$ cat config.mk
export PLATFORM = sky130hd
export DESIGN_NAME = hl_io_bank_ctrl
export DESIGN_NICKNAME = d
export VERILOG_FILES = /design/src/rtl/hl_io_pkg.sv /design/src/rtl/hl_io_slice_ctrl.sv /design/src/rtl/hl_io_bank_ctrl.sv
export SDC_FILE = /design/constraint.sdc
export NUM_CORES = 1
export LEC_CHECK = 0
export CAP_MARGIN = 30
export CORE_AREA = 10 10 131 145
export CTS_CLUSTER_SIZE = 12
export DETAILED_ROUTE_END_ITERATION = 7
export DIE_AREA = 0 0 141 155
export PLACE_DENSITY = 0.72
export RECOVER_POWER = 25
export SKIP_CTS_REPAIR_TIMING = 1
export SLEW_MARGIN = 0
export SYNTH_ARGS = -nofsm -noshare
export SYNTH_HDL_FRONTEND = slang
export SYNTH_HIERARCHICAL = 1
export SYNTH_SLANG_ARGS = --single-unit
export TNS_END_PERCENT = 10
$ cat constraint.sdc
create_clock -name clock -period 2.3 [get_ports clock]
set_input_delay 0.345 -clock clock [delete_from_list [all_inputs] [get_ports clock]]
set_output_delay 0.345 -clock clock [all_outputs]
set_load 0.02 [all_outputs]
$ cat src/rtl/hl_io_pkg.sv
// Shared constants, types and config helpers for the HL pad bank controller.
package hl_io_pkg;

  localparam int CFG_DRV_LSB = 0;
  localparam int CFG_DRV_MSB = 2;
  localparam int CFG_SLEW    = 3;
  localparam int CFG_PU      = 4;
  localparam int CFG_PD      = 5;
  localparam int CFG_PPEN    = 6;
  localparam int CFG_IE      = 7;

  localparam logic [7:0] RESET_CFG_DEF = 8'h61;

  typedef enum logic [0:0] {
    PWRUP = 1'b0,
    RUN   = 1'b1
  } state_t;

  typedef struct packed {
    logic       ie;
    logic       ppen;
    logic       pd;
    logic       pu;
    logic       slew;
    logic [2:0] drv;
  } cfg_t;

  typedef struct packed {
    logic       puq;
    logic       pd;
    logic       ppen;
    logic       slew;
    logic [2:0] drv;
  } pad_ctl_t;

  function automatic cfg_t cfg_unpack(input logic [7:0] w);
    cfg_t c;
    c.drv  = w[CFG_DRV_MSB:CFG_DRV_LSB];
    c.slew = w[CFG_SLEW];
    c.pu   = w[CFG_PU];
    c.pd   = w[CFG_PD];
    c.ppen = w[CFG_PPEN];
    c.ie   = w[CFG_IE];
    return c;
  endfunction

  // Pull-up and pull-down requested together cancel, so the pad never fights itself.
  function automatic pad_ctl_t cfg_decode(input cfg_t c);
    pad_ctl_t p;
    p.puq  = ~(c.pu & ~c.pd);
    p.pd   = c.pd & ~c.pu;
    p.ppen = c.ppen;
    p.slew = c.slew;
    p.drv  = c.drv;
    return p;
  endfunction

endpackage

$ cat src/rtl/hl_io_slice_ctrl.sv
// One pad slice: config register and decode, output regs, input synchroniser,
// rising-edge detector and sticky interrupt flag.
module hl_io_slice_ctrl
  import hl_io_pkg::*;
#(
  parameter int         SYNC_STAGES = 2,
  parameter logic [7:0] RESET_CFG   = RESET_CFG_DEF
) (
  input  logic       clock,
  input  logic       reset_n,
  input  logic       run,
  input  logic       cfg_we,
  input  logic [7:0] cfg_wdata,
  input  logic       gpio_out,
  input  logic       gpio_oe,
  input  logic       irq_en,
  input  logic       irq_clear,
  input  logic       pad_outi,
  output logic       gpio_in,
  output logic       irq_pending,
  output logic       pad_dq,
  output logic       pad_enq,
  output logic       pad_enabq,
  output logic       pad_puq,
  output logic       pad_pd,
  output logic       pad_ppen,
  output logic       pad_prg_slew,
  output logic       pad_drv0,
  output logic       pad_drv1,
  output logic       pad_drv2
);

  localparam cfg_t     RST_CFG = cfg_unpack(RESET_CFG);
  localparam pad_ctl_t RST_PAD = cfg_decode(RST_CFG);

  cfg_t                   cfg_r;
  pad_ctl_t               pad_r;
  logic [SYNC_STAGES-1:0] sync_r;
  logic                   prev_r;
  logic                   edge_s;

  assign pad_puq      = pad_r.puq;
  assign pad_pd       = pad_r.pd;
  assign pad_ppen     = pad_r.ppen;
  assign pad_prg_slew = pad_r.slew;
  assign pad_drv0     = pad_r.drv[0];
  assign pad_drv1     = pad_r.drv[1];
  assign pad_drv2     = pad_r.drv[2];

  assign edge_s = sync_r[SYNC_STAGES-1] & ~prev_r & cfg_r.ie & irq_en & run;

  // Config store; pad controls follow the stored word one cycle later.
  always_ff @(posedge clock) begin
    if (!reset_n) begin
      cfg_r <= RST_CFG;
      pad_r <= RST_PAD;
    end else begin
      if (cfg_we) begin
        cfg_r <= cfg_unpack(cfg_wdata);
      end else begin
        cfg_r <= cfg_r;
      end
      pad_r <= cfg_decode(cfg_r);
    end
  end

  // Output path: pads stay hi-Z with receivers off until the bank is running.
  always_ff @(posedge clock) begin
    if (!reset_n) begin
      pad_dq    <= 1'b1;
      pad_enq   <= 1'b1;
      pad_enabq <= 1'b1;
    end else if (run) begin
      pad_dq    <= ~gpio_out;
      pad_enq   <= ~gpio_oe;
      pad_enabq <= ~cfg_r.ie;
    end else begin
      pad_dq    <= 1'b1;
      pad_enq   <= 1'b1;
      pad_enabq <= 1'b1;
    end
  end

  // Input path: the gated gpio_in flop sits in parallel with the last sync stage.
  always_ff @(posedge clock) begin
    if (!reset_n) begin
      sync_r      <= '0;
      prev_r      <= 1'b0;
      gpio_in     <= 1'b0;
      irq_pending <= 1'b0;
    end else begin
      sync_r  <= {sync_r[SYNC_STAGES-2:0], pad_outi};
      prev_r  <= sync_r[SYNC_STAGES-1];
      gpio_in <= sync_r[SYNC_STAGES-2] & cfg_r.ie & run;
      if (edge_s) begin
        irq_pending <= 1'b1;
      end else if (irq_clear) begin
        irq_pending <= 1'b0;
      end else begin
        irq_pending <= irq_pending;
      end
    end
  end

endmodule

$ cat src/rtl/hl_io_bank_ctrl.sv
// N-slice HL pad bank controller: power-up sequencing FSM, config address
// decode and per-slice instances.
module hl_io_bank_ctrl
  import hl_io_pkg::*;
#(
  parameter int         N_SLICES     = 8,
  parameter int         SYNC_STAGES  = 2,
  parameter int         PWRUP_CYCLES = 16,
  parameter logic [7:0] RESET_CFG    = RESET_CFG_DEF
) (
  input  logic                clock,
  input  logic                reset_n,
  input  logic                cfg_valid,
  output logic                cfg_ready,
  input  logic [4:0]          cfg_addr,
  input  logic [7:0]          cfg_wdata,
  output logic                cfg_err,
  input  logic [N_SLICES-1:0] gpio_out,
  input  logic [N_SLICES-1:0] gpio_oe,
  output logic [N_SLICES-1:0] gpio_in,
  input  logic [N_SLICES-1:0] irq_en,
  input  logic [N_SLICES-1:0] irq_clear,
  output logic [N_SLICES-1:0] irq_pending,
  output logic                irq,
  output logic                pwrup_done,
  output logic [N_SLICES-1:0] pad_dq,
  output logic [N_SLICES-1:0] pad_enq,
  output logic [N_SLICES-1:0] pad_enabq,
  output logic [N_SLICES-1:0] pad_puq,
  output logic [N_SLICES-1:0] pad_pd,
  output logic [N_SLICES-1:0] pad_ppen,
  output logic [N_SLICES-1:0] pad_prg_slew,
  output logic [N_SLICES-1:0] pad_drv0,
  output logic [N_SLICES-1:0] pad_drv1,
  output logic [N_SLICES-1:0] pad_drv2,
  output logic [N_SLICES-1:0] pad_pwrup_pull_en,
  output logic [N_SLICES-1:0] pad_pwrupzhl,
  input  logic [N_SLICES-1:0] pad_outi
);

  localparam int CNT_W = (PWRUP_CYCLES > 1) ? $clog2(PWRUP_CYCLES) : 1;
  // A zero-length power-up collapses onto count 0, giving one PWRUP cycle after reset.
  localparam int LAST  = (PWRUP_CYCLES > 0) ? PWRUP_CYCLES - 1 : 0;

  state_t              state_r;
  state_t              state_nx;
  logic [CNT_W-1:0]    cnt_r;
  logic                run_s;
  logic [N_SLICES-1:0] we_s;

  // State and power-up counter.
  always_ff @(posedge clock) begin
    if (!reset_n) begin
      state_r <= PWRUP;
      cnt_r   <= '0;
    end else begin
      state_r <= state_nx;
      if (state_r == PWRUP) begin
        cnt_r <= cnt_r + CNT_W'(1);
      end else begin
        cnt_r <= cnt_r;
      end
    end
  end

  // Next state: RUN is only left through reset.
  always_comb begin
    state_nx = state_r;
    case (state_r)
      PWRUP: begin
        if (cnt_r == CNT_W'(LAST)) begin
          state_nx = RUN;
        end else begin
          state_nx = PWRUP;
        end
      end
      RUN:     state_nx = RUN;
      default: state_nx = PWRUP;
    endcase
  end

  // Moore outputs decoded straight from the state flop.
  always_comb begin
    run_s             = 1'b0;
    case (state_r)
      RUN:     run_s = 1'b1;
      PWRUP:   run_s = 1'b0;
      default: run_s = 1'b0;
    endcase
    pwrup_done        = run_s;
    cfg_ready         = run_s;
    pad_pwrupzhl      = {N_SLICES{~run_s}};
    pad_pwrup_pull_en = {N_SLICES{~run_s}};
  end

  // Address decode for accepted writes.
  always_comb begin
    we_s = '0;
    for (int i = 0; i < N_SLICES; i++) begin
      we_s[i] = cfg_valid & run_s & (int'(cfg_addr) == i);
    end
  end

  // Error pulse for an accepted write outside the bank.
  always_ff @(posedge clock) begin
    if (!reset_n) begin
      cfg_err <= 1'b0;
    end else begin
      cfg_err <= cfg_valid & run_s & (int'(cfg_addr) >= N_SLICES);
    end
  end

  assign irq = |irq_pending;

  for (genvar g = 0; g < N_SLICES; g++) begin : g_slice
    hl_io_slice_ctrl #(
      .SYNC_STAGES(SYNC_STAGES),
      .RESET_CFG  (RESET_CFG)
    ) u_slice (
      .clock       (clock),
      .reset_n     (reset_n),
      .run         (run_s),
      .cfg_we      (we_s[g]),
      .cfg_wdata   (cfg_wdata),
      .gpio_out    (gpio_out[g]),
      .gpio_oe     (gpio_oe[g]),
      .irq_en      (irq_en[g]),
      .irq_clear   (irq_clear[g]),
      .pad_outi    (pad_outi[g]),
      .gpio_in     (gpio_in[g]),
      .irq_pending (irq_pending[g]),
      .pad_dq      (pad_dq[g]),
      .pad_enq     (pad_enq[g]),
      .pad_enabq   (pad_enabq[g]),
      .pad_puq     (pad_puq[g]),
      .pad_pd      (pad_pd[g]),
      .pad_ppen    (pad_ppen[g]),
      .pad_prg_slew(pad_prg_slew[g]),
      .pad_drv0    (pad_drv0[g]),
      .pad_drv1    (pad_drv1[g]),
      .pad_drv2    (pad_drv2[g])
    );
  end

endmodule
==> results of run 1 <==
-- cell usage after synthesis --
| cell type | count |
|---|---|
| a21boi_0 | 1 |
| a32o_1 | 8 |
| and2_1 | 51 |
| and3_1 | 8 |
| and4b_1 | 8 |
| buf_2 | 16 |
| buf_4 | 16 |
| buf_6 | 9 |
| dfxtp_1 | 190 |
| ha_1 | 1 |
| inv_1 | 17 |
| mux2i_1 | 57 |
| nand2_1 | 26 |
| nand2_2 | 1 |
| nand2b_1 | 19 |
| nand3_1 | 33 |
| nand4_1 | 1 |
| nand4b_1 | 1 |
| nor2_1 | 7 |
| nor2b_1 | 41 |
| nor3_1 | 1 |
| nor3_2 | 1 |
| nor3b_1 | 1 |
| nor4_1 | 2 |
| o211ai_1 | 8 |
| o21ai_0 | 8 |
| or4_4 | 1 |
| xnor2_1 | 3 |
-- critical path: stages, from the launching register on --
cell             delay [ps]
dfxtp_2                 460
clkinvlp_4              300
clkdlybuf4s50_1         640
-- state kept, by name, indices dropped and copies added, names as in the netlist, 4 cells and up --
name / count
cnt_r: 4
g_slice.u_slice/cfg_r: 64
g_slice.u_slice/gpio_in: 8
g_slice.u_slice/irq_pending: 8
g_slice.u_slice/pad_dq: 8
g_slice.u_slice/pad_drv0: 8
g_slice.u_slice/pad_drv1: 8
g_slice.u_slice/pad_drv2: 8
g_slice.u_slice/pad_enabq: 8
g_slice.u_slice/pad_enq: 8
g_slice.u_slice/pad_pd: 8
g_slice.u_slice/pad_ppen: 8
g_slice.u_slice/pad_prg_slew: 8
g_slice.u_slice/pad_puq: 8
g_slice.u_slice/prev_r: 8
g_slice.u_slice/sync_r: 16
-- kinds of logic (layout without fill, tap and decap cells) --
kind of cell    count (synthesis)  count (layout)  share of synthesized area [%]
compound gates                 25              25                          3.053
fa+ha+maj                       1               1                         0.2035
buf+inv                        58             233                          5.944
xor+xnor                        3               3                         0.4275
simple gates                  202             202                          19.21
flops                         190             190                          61.88
mux                            57              57                          9.282
-- worst paths after layout --
kind                               start  slack (ps)                          end  cells after the start
min          g_slice[6].u_slice/cfg_r[4]         400   g_slice[6].u_slice/pad_puq                      1
max reg2reg                      state_r         320  g_slice[4].u_slice/cfg_r[6]                      6
min reg2reg  g_slice[6].u_slice/cfg_r[4]         400   g_slice[6].u_slice/pad_puq                      1
max                              state_r         130         pad_pwrup_pull_en[3]                      2
-- where the power goes --
part	total (mW)	switching [mW]	leakage (nW)	internal, mW
sequential	3.32	0.00761	1.54	3.31
clock	3.23	1.20	0.307	2.03
combinational	0.223	0.105	1.34	0.118
-- cells in the final DEF (no fill, tap or decap), drive strengths merged, types with 2 or more instances in the layout --
master / netlist / routed
nor3: 2 / 2
dfxtp: 190 / 190
and4b: 8 / 8
bufinv: 0 / 6
xnor2: 3 / 3
clkbuf: 0 / 22
and3: 8 / 8
a32o: 8 / 8
clkinvlp: 0 / 3
nand2: 27 / 27
clkdlybuf4s50: 0 / 169
o21ai: 8 / 8
nor2b: 41 / 41
nor4: 2 / 2
o211ai: 8 / 8
nor2: 7 / 7
and2: 51 / 51
mux2i: 57 / 57
buf: 41 / 14
nand2b: 19 / 19
inv: 17 / 17
nand3: 33 / 33
-- cell type report --
type | count | area share, %
clock buffer | 20 | 5.077
sequential | 190 | 44.24
clock inverter | 10 | 2.473
multi-input combinational | 288 | 23.07
timing repair buffer | 186 | 21.38
tap | 204 | 2.968
inverter | 17 | 0.7856
-- layer usage --
| layer | vias to the layer above | wire length, microns |
|---|---|---|
| met5 | - | 0 |
| met4 | 0 | 205 |
| met3 | 15 | 1322 |
| met2 | 123 | 7312 |
| met1 | 2005 | 6881 |
| li1 | 2083 | - |
==> impl_metrics.toml, run 1 <==
[clocking]
clock-root-buffer = "clkbuf_16"
cts_tree = "done"
cts_buffers = 17
clockBufferDepth = 2
clock_latency_ps = 430
clock_sinks = 190
h-tree-depth = 4
cts.clk_slew.worst_paths_ps = 70

[timing]
tightest_slew_ps = 1506
skew_ps = 8.276
finalSetupTns_ps = 0
whs_ps = 404.1
period_share_pct = 94.53
max_freq_ghz = 0.4599
hold_violations = 0
finalSetupViolCount = 0
max_slew_margin_pct = -0.3983
slew_violations = 35
fin_ws_ps = 125.8
fin_crit_ps = 2174
rsz0062_at_grt = "false"

[grt]
grt_pass1_wl_microns = 24090
antenna_found_initial = 0
busiest_layer = "met2"
groute.layer.met3.usage_pct = 6.638
grtUsageMet1_pct = 16.75
grt_overflow = 0
grt_pass1_vias = 4347
gr-usage-met2_pct = 21.92
grt_max_degree = 65
grt.total_usage_pct = 14.09

[floorplan]
die_area_sq_mm = 0.02186
ios = 172
dieWidth_microns = 141
fp-row-count = 49
core_area_sq_mm = 0.01606
start_util_pct = 38.27
die_y_microns = 155

[pwr]
power_density_mw_per_mm2 = 787.3
p_leak_nw = 3.190
ir_worst_vdd_uv = 591.0
total_power_mw = 6.772

[cells_and_area]
multi_input_area_sq_mm = 0.001984
antennaDiodeCount = 0
area.sequential_sq_mm = 0.003805
post-route-util_pct = 53.54
drive_gt1_share_pct = 6.610
fin_area_sq_mm = 0.008601
area_growth_syn_to_layout_pct = 39.91
n_fill_cell = 1418
final-instance-count-excl-fill = 915
fin_nets = 757

[detailed_routing]
antenna_left = 0
wl_per_cell_microns = 17.18
vias_per_cell = 4.619
vias = 4226
drt_wl_total_microns = 15720
drcViolationCount = 0
initialDrtViolationCount = 180
drt-pass1-iter-count = 4

[synthesis]
syn_nets = 593
ys_seq_elements = 190
netlist_top_cells_area = "dfxtp_1, mux2i_1, and2_1, nor2b_1, nand3_1"
avgSynthCellArea_sq_um = 11.47
syn_area_sq_mm = 0.006147
netlist.area_leader.share_pct = 61.88
synth_cell_types = 28
synthCells = 536
ys_warn_count = 6
ys_seq_area_share_pct = 61.88
synth_area_leader_cell = "dfxtp_1"

[run_status]
violations = "capacitance limit, slew limit"
status = "finished with violations"

[placed_design]
place_area_sq_mm = 0.007949
portBuffers = 171
post-place-cells = 885
pre_cts_ws_ps = 107.8
gp_congestion = 0.7588
hpwl_microns = 11310

[min_path]
min_path_type = "reg -> reg"

[setup_path]
critPathKind = "reg -> out"
critical_path_required_ps = 1960
cp_max_fo = 17
cp-end-kind = "primary output"
arrival_ps = 1830
crit_path_start_kind = "flip-flop"

[run]
max_cap_violations = 1
No activity file was read; power rests on OpenSTA's default activity.
==> run 2, diff against run 1 <==
--- a/config.mk
+++ b/config.mk
@@ -10,6 +10,7 @@
 export CTS_CLUSTER_SIZE = 12
 export DETAILED_ROUTE_END_ITERATION = 7
 export DIE_AREA = 0 0 141 155
+export GPL_ROUTABILITY_DRIVEN = 0
 export PLACE_DENSITY = 0.72
 export RECOVER_POWER = 25
 export SKIP_CTS_REPAIR_TIMING = 1
==> results of run 2 <==
The final DEF is identical to that of run 1; final timing and power are the same.
==> run 3, diff against run 2 <==
--- a/config.mk
+++ b/config.mk
@@ -7,10 +7,12 @@
 export LEC_CHECK = 0
 export CAP_MARGIN = 30
 export CORE_AREA = 10 10 131 145
+export CTS_BUF_LIST = sky130_fd_sc_hd__clkbuf_8
 export CTS_CLUSTER_SIZE = 12
 export DETAILED_ROUTE_END_ITERATION = 7
 export DIE_AREA = 0 0 141 155
 export GPL_ROUTABILITY_DRIVEN = 0
+export GPL_TIMING_DRIVEN = 0
 export PLACE_DENSITY = 0.72
 export RECOVER_POWER = 25
 export SKIP_CTS_REPAIR_TIMING = 1
==> run 3 against run 2 <==
Net effect:
- the run now ends clean
- routed wire length increased by 8.4%
- clock power shrank 24%
- first-iteration DRC count decreased by 23%
- register-to-register slack barely moved
- sequential share of layout area decreased by 0.32 points
- sequential cell count is the same
- non-clock buffer count grew 34
- critical path type unchanged
- critical endpoint is now irq
- largest power group unchanged
==> impl_metrics.toml, run 3 (synthesis gave the netlist of run 1 again) <==
[clocking]
clock_sinks = 190
h-tree-depth = 4
clock-root-buffer = "clkbuf_8"
clockBufferDepth = 2
cts_buffers = 17
clock_latency_ps = 460
cts.clk_slew.worst_paths_ps = 90
cts_tree = "done"

[timing]
tightest_slew_ps = 762.8
fin_crit_ps = 2183
period_share_pct = 94.92
rsz0062_at_grt = "false"
slew_violations = 0
max_freq_ghz = 0.4581
finalSetupViolCount = 0
max_slew_margin_pct = 48.98
skew_ps = 8.350
hold_violations = 0

[setup_path]
cp-end-kind = "primary output"
arrival_ps = 1840
crit_path_start_kind = "flip-flop"
critPathKind = "reg -> out"
cp_max_fo = 3
critical_path_required_ps = 1960
r2r_slack_ps = 310

[cells_and_area]
post-route-util_pct = 53.96
fin_area_sq_mm = 0.008668
fin_nets = 792
largest_reg_flops = 64
largest_register = "g_slice.u_slice/cfg_r"
drive_gt1_share_pct = 11.23
final_common_cell = "dfxtp_1"
antennaDiodeCount = 0
reg_top3 = "g_slice.u_slice/cfg_r x64, g_slice.u_slice/sync_r x16"
final_cell_mix = "dfxtp_1, clkdlybuf4s50_1, mux2i_1"
area_growth_syn_to_layout_pct = 41.01
final-instance-count-excl-fill = 952

[placed_design]
hpwl_microns = 11860
post-place-cells = 912
place_area_sq_mm = 0.008143
portBuffers = 171

[floorplan]
fp-row-count = 49
die_y_microns = 155
start_util_pct = 38.27
dieWidth_microns = 141
core_area_sq_mm = 0.01606
ios = 172
die_area_sq_mm = 0.02186

[detailed_routing]
antenna_left = 0
vias_per_cell = 4.586
vias = 4366
initialDrtViolationCount = 139
drcViolationCount = 0
drt_wl_total_microns = 17040
drt-pass1-iter-count = 4
wl_per_cell_microns = 17.89

[pwr]
power_density_mw_per_mm2 = 690.5
p_leak_nw = 3.235
total_power_mw = 5.986
ir_worst_vdd_uv = 364.3

[grt]
grt_pass1_vias = 4529
grt_overflow = 0
grt.total_usage_pct = 14.80
antenna_found_initial = 1
grt_pass1_wl_microns = 25010
grt_max_degree = 44

[run_status]
status = "finished, final reports clean"

[min_path]
min_path_type = "in -> reg"

[run]
max_cap_violations = 0
==> run 3: through the flow <==
step	TNS [ps]	setup WS, ps	hold WS [ps]
after floorplan	0	309.4	377.0
after global placement	-9566	-221.2	386.8
after detailed placement	-7672	-271.4	394.8
after CTS	-17680	-711.9	330.9
after global routing	0	33.74	342.1
final	0	117.0	375.9
==> run 3: metal layers <==
metal  share of wire (%)  vias to the layer above  global-route usage (%)
li1                    -                     2155                       -
met1                  42                     2070                   17.07
met2                  48                      124                   24.13
met3                 8.0                       17                   5.847
met4                 1.5                        0                   5.709
met5                   0                        -                       0
==> run 3: worst paths after layout <==
kind                                        from                           to  depth (start not counted)
setup reg to reg                         state_r  g_slice[3].u_slice/cfg_r[0]                          7
hold reg to reg      g_slice[5].u_slice/cfg_r[4]   g_slice[5].u_slice/pad_puq                          1
setup / recovery  g_slice[1].u_slice/irq_pending                          irq                          3
hold / removal                        gpio_oe[1]   g_slice[1].u_slice/pad_enq                          2
==> run 3: final cells by class <==
type                    count  area (sq um)
inverters                  17         67.56
repair buffers            179          1805
flip-flops and latches    190          3807
fillers                  1397          7395
well taps                 204         255.2
plain buffers              41         286.5
clock inverters            12         178.9
multi-input cells         288          1984
repair inverters            1         7.507
clock buffers              20         275.3
==> run 3: report_power, final <==
part	internal (mW)	switching (mW)
combinational	0.121	0.111
clock	1.29	1.15
sequential	3.31	0.00795
total	4.71	1.27
==> run 3: critical path: stages, from the launching register on <==
cell and delay, ps:
dfxtp_1 350, nor4_2 380, nand2_1 90, clkdlybuf4s50_1 560
